--- src/rtl/ps2_calc_pkg.sv ---
// Shared constants for the PS/2 scan-code decoder: calculator key codes,
// decoder FSM states and the set-2 prefix and control bytes.
package ps2_calc_pkg;

  // Calculator key codes (0-15 are the hex digits themselves)
  localparam logic [4:0] KEY_ADD  = 5'd16;
  localparam logic [4:0] KEY_SUB  = 5'd17;
  localparam logic [4:0] KEY_MUL  = 5'd18;
  localparam logic [4:0] KEY_DIV  = 5'd19;
  localparam logic [4:0] KEY_EQ   = 5'd20;
  localparam logic [4:0] KEY_BKSP = 5'd21;
  localparam logic [4:0] KEY_CLR  = 5'd22;

  // Prefix tracking states
  typedef enum logic [1:0] {
    ST_IDLE    = 2'd0,
    ST_EXT     = 2'd1,
    ST_BRK     = 2'd2,
    ST_EXT_BRK = 2'd3
  } state_t;

  // Set-2 prefix bytes
  localparam logic [7:0] SC_EXT = 8'hE0;
  localparam logic [7:0] SC_BRK = 8'hF0;

  // Keyboard control / status bytes that never carry a key
  localparam logic [7:0] SC_BAT_OK = 8'hAA;
  localparam logic [7:0] SC_ACK    = 8'hFA;
  localparam logic [7:0] SC_ECHO   = 8'hEE;
  localparam logic [7:0] SC_RESEND = 8'hFE;
  localparam logic [7:0] SC_ERR0   = 8'h00;
  localparam logic [7:0] SC_ERR1   = 8'hFF;

  // True for bytes that abort any prefix sequence and produce no event
  function automatic logic is_ctrl(input logic [7:0] b);
    return (b == SC_BAT_OK) || (b == SC_ACK) || (b == SC_ECHO) ||
           (b == SC_RESEND) || (b == SC_ERR0) || (b == SC_ERR1);
  endfunction

endpackage

--- src/rtl/ps2_scancode_map.sv ---
// Combinational lookup from {extended flag, make code} to a calculator key.
module ps2_scancode_map
  import ps2_calc_pkg::*;
(
  input  logic       ext_i,
  input  logic [7:0] code_i,
  output logic       hit_o,
  output logic [4:0] key_o
);

  // Table lookup; anything not listed is reported as a miss
  always_comb begin
    hit_o = 1'b1;
    key_o = 5'd0;
    case ({ext_i, code_i})
      // main-row digits
      9'h045: key_o = 5'd0;
      9'h016: key_o = 5'd1;
      9'h01E: key_o = 5'd2;
      9'h026: key_o = 5'd3;
      9'h025: key_o = 5'd4;
      9'h02E: key_o = 5'd5;
      9'h036: key_o = 5'd6;
      9'h03D: key_o = 5'd7;
      9'h03E: key_o = 5'd8;
      9'h046: key_o = 5'd9;
      // letters A-F
      9'h01C: key_o = 5'd10;
      9'h032: key_o = 5'd11;
      9'h021: key_o = 5'd12;
      9'h023: key_o = 5'd13;
      9'h024: key_o = 5'd14;
      9'h02B: key_o = 5'd15;
      // keypad digits
      9'h070: key_o = 5'd0;
      9'h069: key_o = 5'd1;
      9'h072: key_o = 5'd2;
      9'h07A: key_o = 5'd3;
      9'h06B: key_o = 5'd4;
      9'h073: key_o = 5'd5;
      9'h074: key_o = 5'd6;
      9'h06C: key_o = 5'd7;
      9'h075: key_o = 5'd8;
      9'h07D: key_o = 5'd9;
      // operators and editing keys
      9'h079: key_o = KEY_ADD;
      9'h07B: key_o = KEY_SUB;
      9'h07C: key_o = KEY_MUL;
      9'h055: key_o = KEY_EQ;
      9'h05A: key_o = KEY_EQ;
      9'h066: key_o = KEY_BKSP;
      9'h076: key_o = KEY_CLR;
      // extended: keypad slash and keypad enter
      9'h14A: key_o = KEY_DIV;
      9'h15A: key_o = KEY_EQ;
      default: hit_o = 1'b0;
    endcase
  end

endmodule

--- src/rtl/ps2_scancode_decoder.sv ---
// Set-2 scan-code decoder: strips E0/F0 prefixes, suppresses typematic
// repeats and emits one key_valid pulse per fresh calculator key press.
module ps2_scancode_decoder
  import ps2_calc_pkg::*;
#(
  parameter int TIMEOUT_CYCLES = 2000000,
  parameter int CNT_W          = 21
) (
  input  logic       clk,
  input  logic       reset,
  input  logic [7:0] code_in,
  input  logic       code_valid,
  output logic [4:0] key_code,
  output logic       key_valid,
  output logic       key_is_digit,
  output logic       unmapped
);

  localparam logic [CNT_W-1:0] TO_LAST = CNT_W'(TIMEOUT_CYCLES - 1);

  state_t           state_q, state_d;
  logic [CNT_W-1:0] cnt_q, cnt_d;
  logic [8:0]       held_q, held_d;
  logic             held_valid_q, held_valid_d;
  logic [4:0]       key_code_q, key_code_d;
  logic             key_valid_q, key_valid_d;
  logic             key_is_digit_q, key_is_digit_d;
  logic             unmapped_q, unmapped_d;

  logic             make_ev;
  logic             brk_ev;
  logic [8:0]       make_key;
  logic [8:0]       brk_key;
  logic             map_hit;
  logic [4:0]       map_key;

  // Extended flag of the byte now on code_in comes from the prefix state
  assign make_key = {state_q == ST_EXT, code_in};
  assign brk_key  = {state_q == ST_EXT_BRK, code_in};

  ps2_scancode_map u_map (
    .ext_i  (state_q == ST_EXT),
    .code_i (code_in),
    .hit_o  (map_hit),
    .key_o  (map_key)
  );

  // Prefix FSM, timeout, typematic filter and output pulse generation
  always_comb begin
    state_d        = state_q;
    cnt_d          = cnt_q;
    held_d         = held_q;
    held_valid_d   = held_valid_q;
    key_code_d     = key_code_q;
    key_is_digit_d = key_is_digit_q;
    key_valid_d    = 1'b0;
    unmapped_d     = 1'b0;
    make_ev        = 1'b0;
    brk_ev         = 1'b0;

    if (code_valid) begin
      // A new byte always restarts the timeout, even if it would expire now
      cnt_d = '0;
      if (is_ctrl(code_in)) begin
        state_d = ST_IDLE;
      end else begin
        case (state_q)
          ST_IDLE: begin
            if (code_in == SC_EXT)      state_d = ST_EXT;
            else if (code_in == SC_BRK) state_d = ST_BRK;
            else                        make_ev = 1'b1;
          end
          ST_EXT: begin
            if (code_in == SC_BRK)      state_d = ST_EXT_BRK;
            else if (code_in == SC_EXT) state_d = ST_EXT;
            else begin
              make_ev = 1'b1;
              state_d = ST_IDLE;
            end
          end
          default: begin
            brk_ev  = 1'b1;
            state_d = ST_IDLE;
          end
        endcase
      end
    end else if (state_q != ST_IDLE) begin
      if (cnt_q == TO_LAST) begin
        state_d = ST_IDLE;
        cnt_d   = '0;
      end else begin
        cnt_d = cnt_q + 1'b1;
      end
    end

    if (make_ev && !(held_valid_q && (held_q == make_key))) begin
      held_d       = make_key;
      held_valid_d = 1'b1;
      if (map_hit) begin
        key_valid_d    = 1'b1;
        key_code_d     = map_key;
        key_is_digit_d = ~map_key[4];
      end else begin
        unmapped_d = 1'b1;
      end
    end

    if (brk_ev && held_valid_q && (held_q == brk_key)) begin
      held_valid_d = 1'b0;
    end
  end

  // State registers with asynchronous reset
  always_ff @(posedge clk or posedge reset) begin
    if (reset) begin
      state_q        <= ST_IDLE;
      cnt_q          <= '0;
      held_q         <= '0;
      held_valid_q   <= 1'b0;
      key_code_q     <= '0;
      key_valid_q    <= 1'b0;
      key_is_digit_q <= 1'b0;
      unmapped_q     <= 1'b0;
    end else begin
      state_q        <= state_d;
      cnt_q          <= cnt_d;
      held_q         <= held_d;
      held_valid_q   <= held_valid_d;
      key_code_q     <= key_code_d;
      key_valid_q    <= key_valid_d;
      key_is_digit_q <= key_is_digit_d;
      unmapped_q     <= unmapped_d;
    end
  end

  assign key_code     = key_code_q;
  assign key_valid    = key_valid_q;
  assign key_is_digit = key_is_digit_q;
  assign unmapped     = unmapped_q;

endmodule

--- config.mk ---
export PLATFORM = sky130hd
export DESIGN_NAME = ps2_scancode_decoder
export DESIGN_NICKNAME = d
export VERILOG_FILES = /design/src/rtl/ps2_calc_pkg.sv /design/src/rtl/ps2_scancode_map.sv /design/src/rtl/ps2_scancode_decoder.sv
export SDC_FILE = /design/constraint.sdc
export NUM_CORES = 1
export LEC_CHECK = 0
export CAP_MARGIN = 10
export CORE_MARGIN = 2
export CORE_UTILIZATION = 50
export CTS_CLUSTER_DIAMETER = 40
export DETAILED_ROUTE_END_ITERATION = 7
export PLACE_DENSITY = 0.78
export SYNTH_ARGS = -nofsm -noshare
export SYNTH_HDL_FRONTEND = slang
export SYNTH_SLANG_ARGS = --single-unit
--- constraint.sdc ---
create_clock -name clk -period 3.5 [get_ports clk]
set_input_delay 0.7 -clock clk [delete_from_list [all_inputs] [get_ports clk]]
set_output_delay 0.7 -clock clk [all_outputs]
set_load 0.02 [all_outputs]
==> Implementation_results.wiki <==
{| class="wikitable"
! Metric !! Value
|-
| Cell variety after synth || 70
|-
| Worst setup SP type || primary input
|-
| Category of the worst setup path capture point || flip-flop
|-
| Maximum level of the CTS H-tree || 2
|-
| Number of detailed-route iterations in the first pass || 5
|-
| Ratio of cells with drive above 1 in the final layout || 13.4%
|-
| Post-Synthesis Cell Area || 0.00292 mm²
|-
| Number of setup violations in the final report || 0
|-
| GP Congestion || 0.981
|-
| Number of enable-type register cells in the synthesized netlist || 0
|-
| Placed wire-length estimate after detailed placement || 5210 µm
|-
| Final hold viol count || 0
|-
| DRC marker count from the first detailed-route iteration || 258
|-
| Worst rel slew slack || 44.3%
|-
| Commonest cells post-synth || sky130_fd_sc_hd__dfrtp_1 (41), sky130_fd_sc_hd__nor2_1 (31), sky130_fd_sc_hd__nand3_1 (22)
|-
| Async S/R FF share, synth || 100%
|-
| Number of violations of the max-capacitance limit || 0
|-
| Number of antenna violations at the first check in global routing || 0
|-
| Aggregate global routing overflow || 0
|-
| Top Ports || 19
|-
| Util after Layout || 60.0%
|-
| Final-layout fill cell count || 496
|-
| FF-to-FF path depth || 8
|-
| CTS-repair resized insts || 0
|-
| Vias per std cell || 6.03
|-
| Setup clock skew after layout || 0.0100 ns
|-
| Port Buf Inserts || 18
|-
| Synth-to-Final Area Change || 14.5%
|-
| Most repeated cell in the gate-level netlist after synthesis || sky130_fd_sc_hd__dfrtp_1
|-
| Number of nets in the layout || 369
|-
| Part of the Yosys area used for sequential elements || 35.1%
|-
| Synth Area per Inst || 8.79 µm²
|-
| Vias after detailed routing || 2592
|-
| Routed wl met3 || 310 µm
|-
| Power per cell area || 335 mW/mm²
|-
| Clock tree root driver cell || sky130_fd_sc_hd__clkbuf_8
|-
| Leading post-synthesis cells by cell area || sky130_fd_sc_hd__dfrtp_1 (35%), sky130_fd_sc_hd__nor2_1 (4.0%), sky130_fd_sc_hd__xnor2_1 (3.9%)
|-
| DRC || 0
|-
| Chip height || 80.4 µm
|-
| Core Box Area || 0.00557 mm²
|-
| Max Buffers Root-to-Sink || 2
|-
| Post-synth net total || 344
|-
| Period utilisation layout || 85.5%
|-
| Effective utilization at floorplan || 52.4%
|-
| Top_reg_cell synth || sky130_fd_sc_hd__dfrtp_1
|-
| Endpoint arrival time on the critical path || 3.17 ns
|-
| Total detailed-routing wirelength || 6850 µm
|-
| Total count of max-transition violations in the final report || 0
|-
| Class of the most critical hold timing path || flip-flop to flip-flop
|-
| Worst-skew pair later-pin latency || 0.30 ns
|-
| Detail Route Antenna Nets || 0
|-
| Clock tree from TritonCTS || built
|-
| Highest ir drop seen on vdd || 219 µV
|-
| Peak fanout along the critical path || 16
|-
| Clk pin slew, worst setup/hold paths || 0.07 ns
|-
| Number of hold-repair buffers added at the cts stage || 0
|-
| Standby leakage power || 0.00137 µW
|-
| Final setup TNS || 0 ns
|-
| Hold depth || 1
|-
| Diodes inserted || 0
|-
| WL met1 || 3350 µm
|-
| Met2 wirelength from detailed routing || 3090 µm
|-
| GR Util All Layers || 23.2%
|-
| Synth area leader || sky130_fd_sc_hd__dfrtp_1
|-
| Synthesized instance count || 332
|-
| Data required time at the worst endpoint || 3.68 ns
|-
| Highest signal layer in the routed design || met4
|-
| Vias in the first global route || 2412
|-
| Worst Max-Slew Pin Slew || 0.829 ns
|-
| RSZ-0062 raised after global routing || false
|-
| Wire length of the first global-routing pass || 11700 µm
|-
| Category of the critical setup timing path || primary input to flip-flop
|-
| Die Footprint || 0.00646 mm²
|-
| Period minus WS final || 2.99 ns
|-
| Run status || complete, no violations
|-
| Pin count of the biggest net entering global routing || 34
|-
| Number of clock buffers inserted by TritonCTS || 5
|-
| Synth warn || 0
|-
| Clock sink count || 41
|-
| Count of standard-cell rows || 27
|-
| Average wire per standard cell || 15.9 µm
|-
| Postcts setup bufs || 0
|-
| Post-synthesis register bit count || 41
|-
| Area share of the largest cell type after synthesis || 35.1%
|-
| Horiz. Die Dim || 80.4 µm
|-
| F_max || 0.334 GHz
|}
state kept, by name, indices dropped and copies added (netlist names):
signal	flops
state_q	2
held_valid_q	1
key_code	5
key_is_digit	1
held_q	9
key_valid	1
cnt_q	21
unmapped	1
kinds of logic after synthesis:
kind of cell	synth area share, %
adders and majority gates	0.429
muxes	3.86
buffers and inverters	5.61
AOI/OAI and AO/OA	15.5
and+or+nand+nor	32.8
xor gates and xnor gates	6.60
DFF	35.1
placed cells by master (no fill, tap or decap), drive strengths merged, types with 6 or more instances in the layout:
cell,netlist,routed
nand3,22,22
clkdlybuf4s50,0,18
dfrtp,41,41
buf,18,25
nand2b,9,9
xor2,9,9
and3,7,7
o21ai,20,20
inv,9,9
nand4,10,10
nor4,6,6
clkbuf,7,6
nor2,31,31
xnor2,13,13
nor2b,6,6
nand2,21,21
nor3b,8,8
mux2,9,9
nor3,7,7
cell type report:
type	count	area, µm²	area share (%)
Timing Repair Buffer	43	368	11.0
Clock inverter	2	13.8	0.412
Clock buffer	6	82.6	2.47
Multi-Input combinational cell	257	1730	51.7
Inverter	9	33.8	1.01
Sequential cell	41	1030	30.7
Tap cell	72	90.1	2.69
layer usage:
metal  up-vias  track usage [%]
li1       1257                -
met2        71             36.1
met4         0             6.78
met3        12             3.48
met1      1252             33.3
met5         -                0
critical path, cell delays in order:
cell and delay, ns:
sky130_fd_sc_hd__clkdlybuf4s50_1 0.81, sky130_fd_sc_hd__or4b_1 0.47, sky130_fd_sc_hd__nor4_1 0.32, sky130_fd_sc_hd__nor3_1 0.14, sky130_fd_sc_hd__nor4b_4 0.17, sky130_fd_sc_hd__a31oi_4 0.24
sky130_fd_sc_hd__mux2_4 0.32
final timing paths:
kind	start	to	slack, ns
worst max register to register	state_q[0]	key_code[3]	1.04
max in group asynchronous	reset	held_q[3]	2.12
worst min-delay path	key_code[4]	key_code[4]	0.49
worst min register to register	key_code[4]	key_code[4]	0.49
worst max-delay path	code_in[1]	key_code[1]	0.51
min in group asynchronous	reset	key_is_digit	0.66
per-stage QoR:
stage | worst slack, ns | std cells | hold slack, ns | total power, µW | cell area, µm²
5_1_grt | 0.433 | 430 | 0.512 | 1180 | 3340
6_report | 0.508 | 430 | 0.492 | 1120 | 3340
2_1_floorplan | 0.935 | 332 | 0.465 | 702 | 2920
3_5_place_dp | 0.242 | 422 | 0.480 | 803 | 3250
4_1_cts | 0.558 | 430 | 0.497 | 1130 | 3340
3_3_place_gp | 0.252 | 422 | 0.473 | 794 | 3250
report_power, final:
part	internal [µW]	switching, µW	total [µW]
clock network	160	166	326
registers	507	23.9	531
logic	122	141	263
No activity file was read; power rests on OpenSTA's default activity.
